--- config.mk ---
export PLATFORM = sky130hd
export DESIGN_NAME = multicycle_control
export DESIGN_NICKNAME = d
export VERILOG_FILES = /design/src/rtl/multicycle_control.sv
export SDC_FILE = /design/constraint.sdc
export NUM_CORES = 1
export LEC_CHECK = 0
export CORE_MARGIN = 2
export CORE_UTILIZATION = 46
export CTS_CLUSTER_SIZE = 25
export DETAILED_ROUTE_END_ITERATION = 6
export GPL_TIMING_DRIVEN = 0
export PLACE_DENSITY = 0.8
export SKIP_LAST_GASP = 1
export SLEW_MARGIN = 20
export SYNTH_ARGS = -nofsm -noshare
export SYNTH_HDL_FRONTEND = slang
export SYNTH_SLANG_ARGS = --single-unit
--- constraint.sdc ---
create_clock -name clk -period 2 [get_ports clk]
set_clock_uncertainty 0.2 [all_clocks]
set_input_delay 0.2 -clock clk [delete_from_list [all_inputs] [get_ports clk]]
set_output_delay 0.2 -clock clk [all_outputs]
set_load 0.05 [all_outputs]
--- src/rtl/multicycle_control.sv ---
// Control FSM for a shared-memory multi-cycle MIPS datapath, with memory wait states and a sticky trap.
// Define MULTICYCLE_CTRL_PERF_CNT_EN to add the cycle_cnt/instr_cnt performance counters.
module multicycle_control #(
    parameter int MEM_TIMEOUT = 15
`ifdef MULTICYCLE_CTRL_PERF_CNT_EN
    , parameter int CNT_W = 32
`endif
) (
    input  logic             clk,
    input  logic             rst_n,
    input  logic [5:0]       Opcode,
    input  logic             mem_ready,
    output logic             PC_w,
    output logic             PC_w_cond,
    output logic             IorD,
    output logic             Mem_r,
    output logic             Mem_w,
    output logic             IR_w,
    output logic             Mem_to_reg,
    output logic             Reg_dst,
    output logic             Reg_w,
    output logic             ALU_srcA,
    output logic [1:0]       ALU_srcB,
    output logic [1:0]       ALU_op,
    output logic [1:0]       PC_src,
    output logic             instr_done,
    output logic             trap,
    output logic [1:0]       trap_cause,
    output logic [3:0]       state_o
`ifdef MULTICYCLE_CTRL_PERF_CNT_EN
    , output logic [CNT_W-1:0] cycle_cnt
    , output logic [CNT_W-1:0] instr_cnt
`endif
);

    localparam logic [5:0] OP_R    = 6'b000000;
    localparam logic [5:0] OP_LW   = 6'b100011;
    localparam logic [5:0] OP_SW   = 6'b101011;
    localparam logic [5:0] OP_BEQ  = 6'b000100;
    localparam logic [5:0] OP_J    = 6'b000010;
    localparam logic [5:0] OP_ADDI = 6'b001000;
    localparam int WC_W = (MEM_TIMEOUT > 1) ? $clog2(MEM_TIMEOUT + 1) : 1;

    typedef enum logic [3:0] {
        S_IDLE     = 4'd0,
        S_FETCH    = 4'd1,
        S_DECODE   = 4'd2,
        S_MEM_ADDR = 4'd3,
        S_MEM_RD   = 4'd4,
        S_MEM_WB   = 4'd5,
        S_MEM_WR   = 4'd6,
        S_EXEC     = 4'd7,
        S_R_WB     = 4'd8,
        S_ADDI_WB  = 4'd9,
        S_BRANCH   = 4'd10,
        S_JUMP     = 4'd11,
        S_TRAP     = 4'd12
    } state_e;

    state_e            state_q, state_d;
    logic [WC_W-1:0]   wait_q, wait_d;
    logic [1:0]        cause_q, cause_d;
    logic              timeout_hit;

    always_ff @(posedge clk or negedge rst_n) begin
        if (!rst_n) begin
            state_q <= S_IDLE;
            wait_q  <= '0;
            cause_q <= 2'b00;
        end else begin
            state_q <= state_d;
            wait_q  <= wait_d;
            cause_q <= cause_d;
        end
    end

    // The limit is reached on the MEM_TIMEOUT-th consecutive cycle with mem_ready low.
    assign timeout_hit = (MEM_TIMEOUT != 0) && !mem_ready && ((int'(wait_q) + 1) == MEM_TIMEOUT);

    always_comb begin
        state_d    = state_q;
        cause_d    = cause_q;
        wait_d     = '0;
        PC_w       = 1'b0;
        PC_w_cond  = 1'b0;
        IorD       = 1'b0;
        Mem_r      = 1'b0;
        Mem_w      = 1'b0;
        IR_w       = 1'b0;
        Mem_to_reg = 1'b0;
        Reg_dst    = 1'b0;
        Reg_w      = 1'b0;
        ALU_srcA   = 1'b0;
        ALU_srcB   = 2'b00;
        ALU_op     = 2'b00;
        PC_src     = 2'b00;
        instr_done = 1'b0;
        case (state_q)
            S_IDLE: state_d = S_FETCH;
            S_FETCH: begin
                Mem_r    = 1'b1;
                ALU_srcB = 2'b01;
                IR_w     = mem_ready;
                PC_w     = mem_ready;
                if (mem_ready) begin
                    state_d = S_DECODE;
                end else if (timeout_hit) begin
                    state_d = S_TRAP;
                    cause_d = 2'b10;
                end else if (MEM_TIMEOUT != 0) begin
                    wait_d = wait_q + 1'b1;
                end
            end
            S_DECODE: begin
                ALU_srcB = 2'b11;
                case (Opcode)
                    OP_LW, OP_SW, OP_ADDI: state_d = S_MEM_ADDR;
                    OP_R:                  state_d = S_EXEC;
                    OP_BEQ:                state_d = S_BRANCH;
                    OP_J:                  state_d = S_JUMP;
                    default: begin
                        state_d = S_TRAP;
                        cause_d = 2'b01;
                    end
                endcase
            end
            S_MEM_ADDR: begin
                ALU_srcA = 1'b1;
                ALU_srcB = 2'b10;
                case (Opcode)
                    OP_LW:   state_d = S_MEM_RD;
                    OP_SW:   state_d = S_MEM_WR;
                    OP_ADDI: state_d = S_ADDI_WB;
                    default: begin
                        state_d = S_TRAP;
                        cause_d = 2'b01;
                    end
                endcase
            end
            S_MEM_RD: begin
                Mem_r = 1'b1;
                IorD  = 1'b1;
                if (mem_ready) begin
                    state_d = S_MEM_WB;
                end else if (timeout_hit) begin
                    state_d = S_TRAP;
                    cause_d = 2'b10;
                end else if (MEM_TIMEOUT != 0) begin
                    wait_d = wait_q + 1'b1;
                end
            end
            S_MEM_WB: begin
                Mem_to_reg = 1'b1;
                Reg_w      = 1'b1;
                instr_done = 1'b1;
                state_d    = S_FETCH;
            end
            S_MEM_WR: begin
                Mem_w = 1'b1;
                IorD  = 1'b1;
                if (mem_ready) begin
                    instr_done = 1'b1;
                    state_d    = S_FETCH;
                end else if (timeout_hit) begin
                    state_d = S_TRAP;
                    cause_d = 2'b10;
                end else if (MEM_TIMEOUT != 0) begin
                    wait_d = wait_q + 1'b1;
                end
            end
            S_EXEC: begin
                ALU_srcA = 1'b1;
                ALU_op   = 2'b10;
                state_d  = S_R_WB;
            end
            S_R_WB: begin
                Reg_dst    = 1'b1;
                Reg_w      = 1'b1;
                instr_done = 1'b1;
                state_d    = S_FETCH;
            end
            S_ADDI_WB: begin
                Reg_w      = 1'b1;
                instr_done = 1'b1;
                state_d    = S_FETCH;
            end
            S_BRANCH: begin
                ALU_srcA   = 1'b1;
                ALU_op     = 2'b01;
                PC_w_cond  = 1'b1;
                PC_src     = 2'b01;
                instr_done = 1'b1;
                state_d    = S_FETCH;
            end
            S_JUMP: begin
                PC_w       = 1'b1;
                PC_src     = 2'b10;
                instr_done = 1'b1;
                state_d    = S_FETCH;
            end
            default: state_d = S_TRAP;
        endcase
    end

    assign trap       = (state_q == S_TRAP);
    assign trap_cause = cause_q;
    assign state_o    = state_q;

`ifdef MULTICYCLE_CTRL_PERF_CNT_EN
    logic [CNT_W-1:0] cycle_q, instr_q;

    always_ff @(posedge clk or negedge rst_n) begin
        if (!rst_n) begin
            cycle_q <= '0;
            instr_q <= '0;
        end else begin
            if (state_q != S_IDLE && state_q != S_TRAP) cycle_q <= cycle_q + 1'b1;
            if (instr_done) instr_q <= instr_q + 1'b1;
        end
    end

    assign cycle_cnt = cycle_q;
    assign instr_cnt = instr_q;
`endif

endmodule
Word-level counts from Yosys, hierarchy flattened --
Index checks and enable logic that the tools add are counted.
Cells by class: add/subtract/negate cells 2, $mul 0, div/mod/pow operators 0, $lt $le $gt $ge 0, eq/ne operators 22, shift-type cells 0, multiplexer cells 30, bitwise gates (word level) 0, reductions and logical operators 15
Operators by type and width (count):
- two-way mux 4 bit | 7
- one-hot mux 4 bit (7 select lines) | 1
- equality test 4 bit (second input constant) | 5
- equality test 4 x 3 -> 1 bit (second input constant) | 4
- one-hot mux 4 bit (4 select lines) | 1
- equality test 6 bit (second input constant) | 2
- one-hot mux 2 bit (3 select lines) | 2
- one-hot mux 4 bit (3 select lines) | 1
- OR reduction 3 bit | 4
- OR reduction 6 bit | 2
- two-way mux 1 bit | 10
- equality test 4 x 2 -> 1 bit (second input constant) | 2
- two-way mux 2 bit | 4
- one-hot mux 2 bit (2 select lines) | 2
- equality test 6 x 2 -> 1 bit (second input constant) | 1
- equality test 6 x 3 -> 1 bit (second input constant) | 1
- equality test 6 x 4 -> 1 bit (second input constant) | 1
- zero test 6 bit | 1
- != test 2 bit (second input constant) | 3
- adder 4 x 1 -> 5 bit (second input constant) | 1
- equality test 5 x 4 -> 1 bit (second input constant) | 1
- AND reduction 5 bit | 1
- OR reduction 5 bit | 1
- adder 4 x 1 -> 4 bit (second input constant) | 1
- other kinds (8) | 10
Storage, ports and cells: flip-flop bits (word level) 10, bits in latches 0, memory bits (writable) 0, memory bits (read-only) 0, input port bits 9, output and inout bits 24, word-level logic and storage cells 72, memories 0

Logic depth before layout (Yosys ltp) --
depth in word-level cells 6, mapped depth 6, depth with buffers taken out 6

Worst setup path after synthesis --
No wires, ideal clock.
kind flip-flop to output port, start reg state_q[0], in the netlist state_o[0], end out Mem_r, arrival 2.439 ns, slack -0.839 ns, stages on the path, launching flop included 5, cells stage by stage dfrtp_1 -> clkbuf_1 -> buf_1 -> xnor2_1 -> nor3_1
Between the ends: word-level cells in the longest chain between the ends 3
Ends and longest elaborated chain:
- start: declaration | line 60 | state_e state_q, state_d;
- start signal: assignment | line 71 | state_q <= state_d;
- equality test 4 x 3 -> 1 bit / equality test 4 x 1 -> 1 bit (equally long branches) | line 98 | case (state_q)
- OR reduction 2 bit (no source line) (*)
- two-way mux 1 bit (*) | line 98
- end: declaration | line 16 | output logic Mem_r,
Mark *: on every way between the ends. The rest lies on a longest branch, timed or not.

Worst setup path in the final report --
start reg state_q[1], in the netlist state_o[1], end out PC_w
Between the ends: word-level cells in the longest chain between the ends 2
Ends and longest elaborated chain:
- equality test 4 bit / equality test 4 x 1 -> 1 bit (equally long branches) | line 98
- one-hot mux 1 bit (2 select lines) (*) | line 98
- end: declaration | line 13 | output logic PC_w,
Marks and branches as above.

==> tab_implementation.tex <==
\begin{tabular}{lr}
\hline
Metric & Value \\
\hline
\multicolumn{2}{l}{\textbf{Power and ir drop}} \\
\quad Sequential share of power & 0.147 \\
\quad Internal Power & 995.8 µW \\
\quad Switching power & 1268 µW \\
\quad Combinational Power Share & 0.779 \\
\quad Sw Ratio & 0.5602 \\
\quad Total leakage power & 0.0006031 µW \\
\quad Max VDD drop & 1.455 mV \\
\quad Clock network fraction of design power & 0.074 \\
\quad Pwr dens & 1530 nW/µm² \\
\multicolumn{2}{l}{\textbf{Layout}} \\
\quad Fraction of final layout cells sized beyond drive strength 1 & 0.3631 \\
\quad Growth of design area from synthesis to finish & 46.41\% \\
\quad Nets@finish & 180 \\
\quad Inserted Diodes & 0 \\
\quad Number of fill cells & 168 \\
\multicolumn{2}{l}{\textbf{Logic synthesis}} \\
\quad Synthesis warning total & 0 \\
\quad Fraction of registers with async set or reset after synthesis & 1.000 \\
\quad Post-Synthesis Mean Instance Area & 7.489 µm² \\
\quad Dominant cell by count in the synthesized netlist & nor2\_1 \\
\quad Cell accounting for the most synthesized area & dfrtp\_1 \\
\quad Mapped Cells & 135 \\
\quad Post-synth design cell area & 1011 µm² \\
\quad Top cell type's share of synthesized area & 0.2475 \\
\quad Count of flip-flops with a built-in enable after synthesis & 0 \\
\quad Synthesized net count & 146 \\
\quad Cell types with the highest counts after synthesis & nor2\_1 (14), dfrtp\_1 (10), nor3\_1 (10) \\
\quad Sequential share of the synthesized area & 0.2475 \\
\quad Cell types with the largest area share after synthesis & dfrtp\_1 (25\%), nor2\_1 (5.2\%), nor3\_1 (5.0\%) \\
\quad Flop and latch count out of synthesis & 10 \\
\quad Most frequently used flop master after synthesis & dfrtp\_1 \\
\quad Number of distinct library cell variants in the gate-level netlist after synthesis & 47 \\
\multicolumn{2}{l}{\textbf{Critical path}} \\
\quad Cell-by-cell trace of the critical path & nand2b\_1 > nand2b\_1 > nor2\_4 > or2\_4 > buf\_4 \\
\quad CP max-delay cell & dfrtp\_2 \\
\quad Sort of element at the start of the critical path & flip-flop \\
\quad WP data arrival & 1.56 ns \\
\quad R2r endpoint & trap\_cause[0] \\
\quad Required time worst endpoint & 1.60 ns \\
\quad Most numerous cell on the critical path & nand2b\_1 \\
\quad Reg-to-reg startpoint & state\_o[2] \\
\quad Sort of element at the end of the critical path & output pin \\
\quad Worst reg-to-reg setup slack & 0.11 ns \\
\quad Critical Setup Path Class & reg2out \\
\quad Worst-case reg-to-reg path depth & 4 \\
\quad Critical Path Fanout Max & 4 \\
\quad Peak per-stage delay on the critical path & 0.42 ns \\
\multicolumn{2}{l}{\textbf{STA}} \\
\quad Final critical-path share of the clock period & 0.9812 \\
\quad Final Hold Fails & 0 \\
\quad Unrepaired setup endpoints after global routing & true \\
\quad Number of slew-limit violations in the final report & 0 \\
\quad Peak Freq & 509.6 MHz \\
\quad Relative max-transition margin & 0.6487 \\
\quad Final WS setup & 0.03750 ns \\
\quad Final Setup Violations & 0 \\
\quad Post-layout minimum cycle time & 1.962 ns \\
\quad Total negative setup slack & 0 ns \\
\quad Tightest Pin Transition & 0.5203 ns \\
\quad Worst hold slack & 0.03856 ns \\
\multicolumn{2}{l}{\textbf{Detailed routing}} \\
\quad Remaining number of nets flagged by the antenna check after routing & 0 \\
\quad Number of search-and-repair iterations in the first detailed-routing pass & 5 \\
\quad Count of unresolved DRC violations after routing & 0 \\
\quad Drt first-iter violations & 30 \\
\quad Drt wl/cell & 14.43 µm \\
\quad Vias per cell & 5.918 \\
\quad Aggregate routed wire length & 2814 µm \\
\quad Detailed-route via count & 1154 \\
\multicolumn{2}{l}{\textbf{Floorplan}} \\
\quad Total I/O pin count & 33 \\
\quad Horizontal die dimension & 50.88 µm \\
\quad Die Outline Area & 2589 µm² \\
\quad Standard cell core area & 2022 µm² \\
\quad Placement Rows & 16 \\
\quad Effective utilization at floorplan & 0.5000 \\
\quad Die Y & 50.88 µm \\
\multicolumn{2}{l}{\textbf{Clock network}} \\
\quad Clock transition at the registers of the reported paths & 0.06 ns \\
\quad Master cell of the clock root buffer & clkbuf\_4 \\
\quad Number of gates resized after CTS & 106 \\
\quad Setup Buffers After CTS & 0 \\
\quad Cts-stage hold buffer count & 0 \\
\quad Clock tree from TritonCTS & built \\
\quad CTS Sinks & 10 \\
\quad Number of levels in the clock H-tree & 1 \\
\quad Clk Latency, worst-skew pair & 0.25 ns \\
\quad Maximum clock path buffer count & 2 \\
\quad Number of buffers added by the clock tree synthesis step & 3 \\
\multicolumn{2}{l}{\textbf{Global routing}} \\
\quad Via count of the first global-routing pass & 1076 \\
\quad Pin count of the biggest net entering global routing & 11 \\
\quad First-pass GRT wire length & 4816 µm \\
\quad Antenna violations before repair & 0 \\
\quad Gr usage total & 0.2378 \\
\quad Total gr overflow & 0 \\
\multicolumn{2}{l}{\textbf{Run status}} \\
\quad Status & complete, no violations \\
\multicolumn{2}{l}{\textbf{Place}} \\
\quad DP Wirelength & 2215 µm \\
\quad Setup Slack @ Placement & -0.4790 ns \\
\quad Count of buffers from port buffering & 29 \\
\quad Global placement routability congestion & 0.9133 \\
\multicolumn{2}{l}{\textbf{Min path}} \\
\quad Min-delay worst type & in2async \\
\multicolumn{2}{l}{\textbf{Job}} \\
\quad Max-Cap Viols & 0 \\
\hline
\end{tabular}
## cells by family after synthesis
kind of cell | Yosys count | share of synthesized area
xor+xnor | 1 | 0.008665
compound gates | 40 | 0.2884
mux | 1 | 0.009901
fa+ha+maj | 2 | 0.02475
simple gates | 62 | 0.3366
buf+inv | 19 | 0.08417
flops | 10 | 0.2475
## power by group through the flow
stage	registers, µW	logic, µW	clock network [µW]
finish	333	1760	168
global route	343	1870	181
CTS	329	1690	175
detailed placement	330	1680	0
global placement	324	1650	0
floorplan	465	1080	0
## through the flow
step,cell area [µm²],power [µW],util,instances
after floorplan,1104,1548,-,135
after global placement,1428,1978,0.7061,191
after detailed placement,1428,2009,0.7061,191
after CTS,1434,2195,0.7092,195
after global routing,1480,2396,0.7321,195
final,1480,2264,0.7321,195
## how the worst max path moves through the flow
stage                from      end  slack (ns)  cells after the start
2_1_floorplan  state_o[3]  Reg_dst       -0.03                      4
3_3_place_gp   state_o[3]    Reg_w       -0.48                      6
3_5_place_dp   state_o[3]    Reg_w       -0.48                      6
4_1_cts        state_o[3]    Reg_w       -0.07                      6
5_1_grt        state_o[3]     PC_w       -0.03                      6
6_report       state_o[1]     PC_w        0.04                      5
## worst max-delay path, delay by kind of cell (launching register included)
kind                   cells  cell delay (ns)
and+or+nand+nor            4             0.71
buffers and inverters      1             0.18
DFF                        1             0.42
## layout make-up
cell class                 count  area (µm²)  share of cell area
timing repair buffer          29       236.5              0.1598
tap                           27       33.78             0.02282
clock buffer                   4       36.28             0.02451
buffer                        12       111.4             0.07523
multi-input combinational    106       780.7              0.5275
sequential                    10       255.2              0.1724
inverter                       7       26.28             0.01775
## registers in the layout (all words and copies together) (netlist names)
name and count:
state_o 4, trap_cause 2, wait_q 4
## metal layers
layer / up-vias / part of all wire / GRT usage
li1: 573 / - / -
met1: 536 / 0.46 / 0.3190
met2: 43 / 0.47 / 0.4057
met3: 2 / 0.065 / 0.03216
met4: 0 / 0.0028 / 0.05856
met5: - / 0 / 0
## placed cells by master, fill, tap and decap left out, types with 2 or more instances in the layout
| master | count |
|---|---|
| o2111ai_1 | 2 |
| o21ai_0 | 2 |
| nor3_1 | 7 |
| nand2b_1 | 5 |
| nor3b_1 | 2 |
| clkbuf_8 | 2 |
| inv_1 | 7 |
| dfrtp_2 | 4 |
| nor2_1 | 6 |
| o211ai_1 | 2 |
| a31oi_1 | 2 |
| nor2_4 | 3 |
| o311ai_1 | 2 |
| dfrtp_1 | 6 |
| buf_2 | 12 |
| clkdlybuf4s50_1 | 9 |
| a211o_1 | 2 |
| a211oi_1 | 6 |
| nor2b_1 | 3 |
| dlygate4sd2_1 | 2 |
| a21oi_1 | 7 |
| nor2_2 | 5 |
| clkdlybuf4s15_2 | 2 |
| and2_1 | 3 |
| nor3_4 | 2 |
| buf_6 | 7 |
| clkbuf_4 | 5 |
| nand3_1 | 3 |
| nand2_1 | 8 |
| o221ai_1 | 2 |
| buf_4 | 4 |
Power figures use the tool's default switching activity.
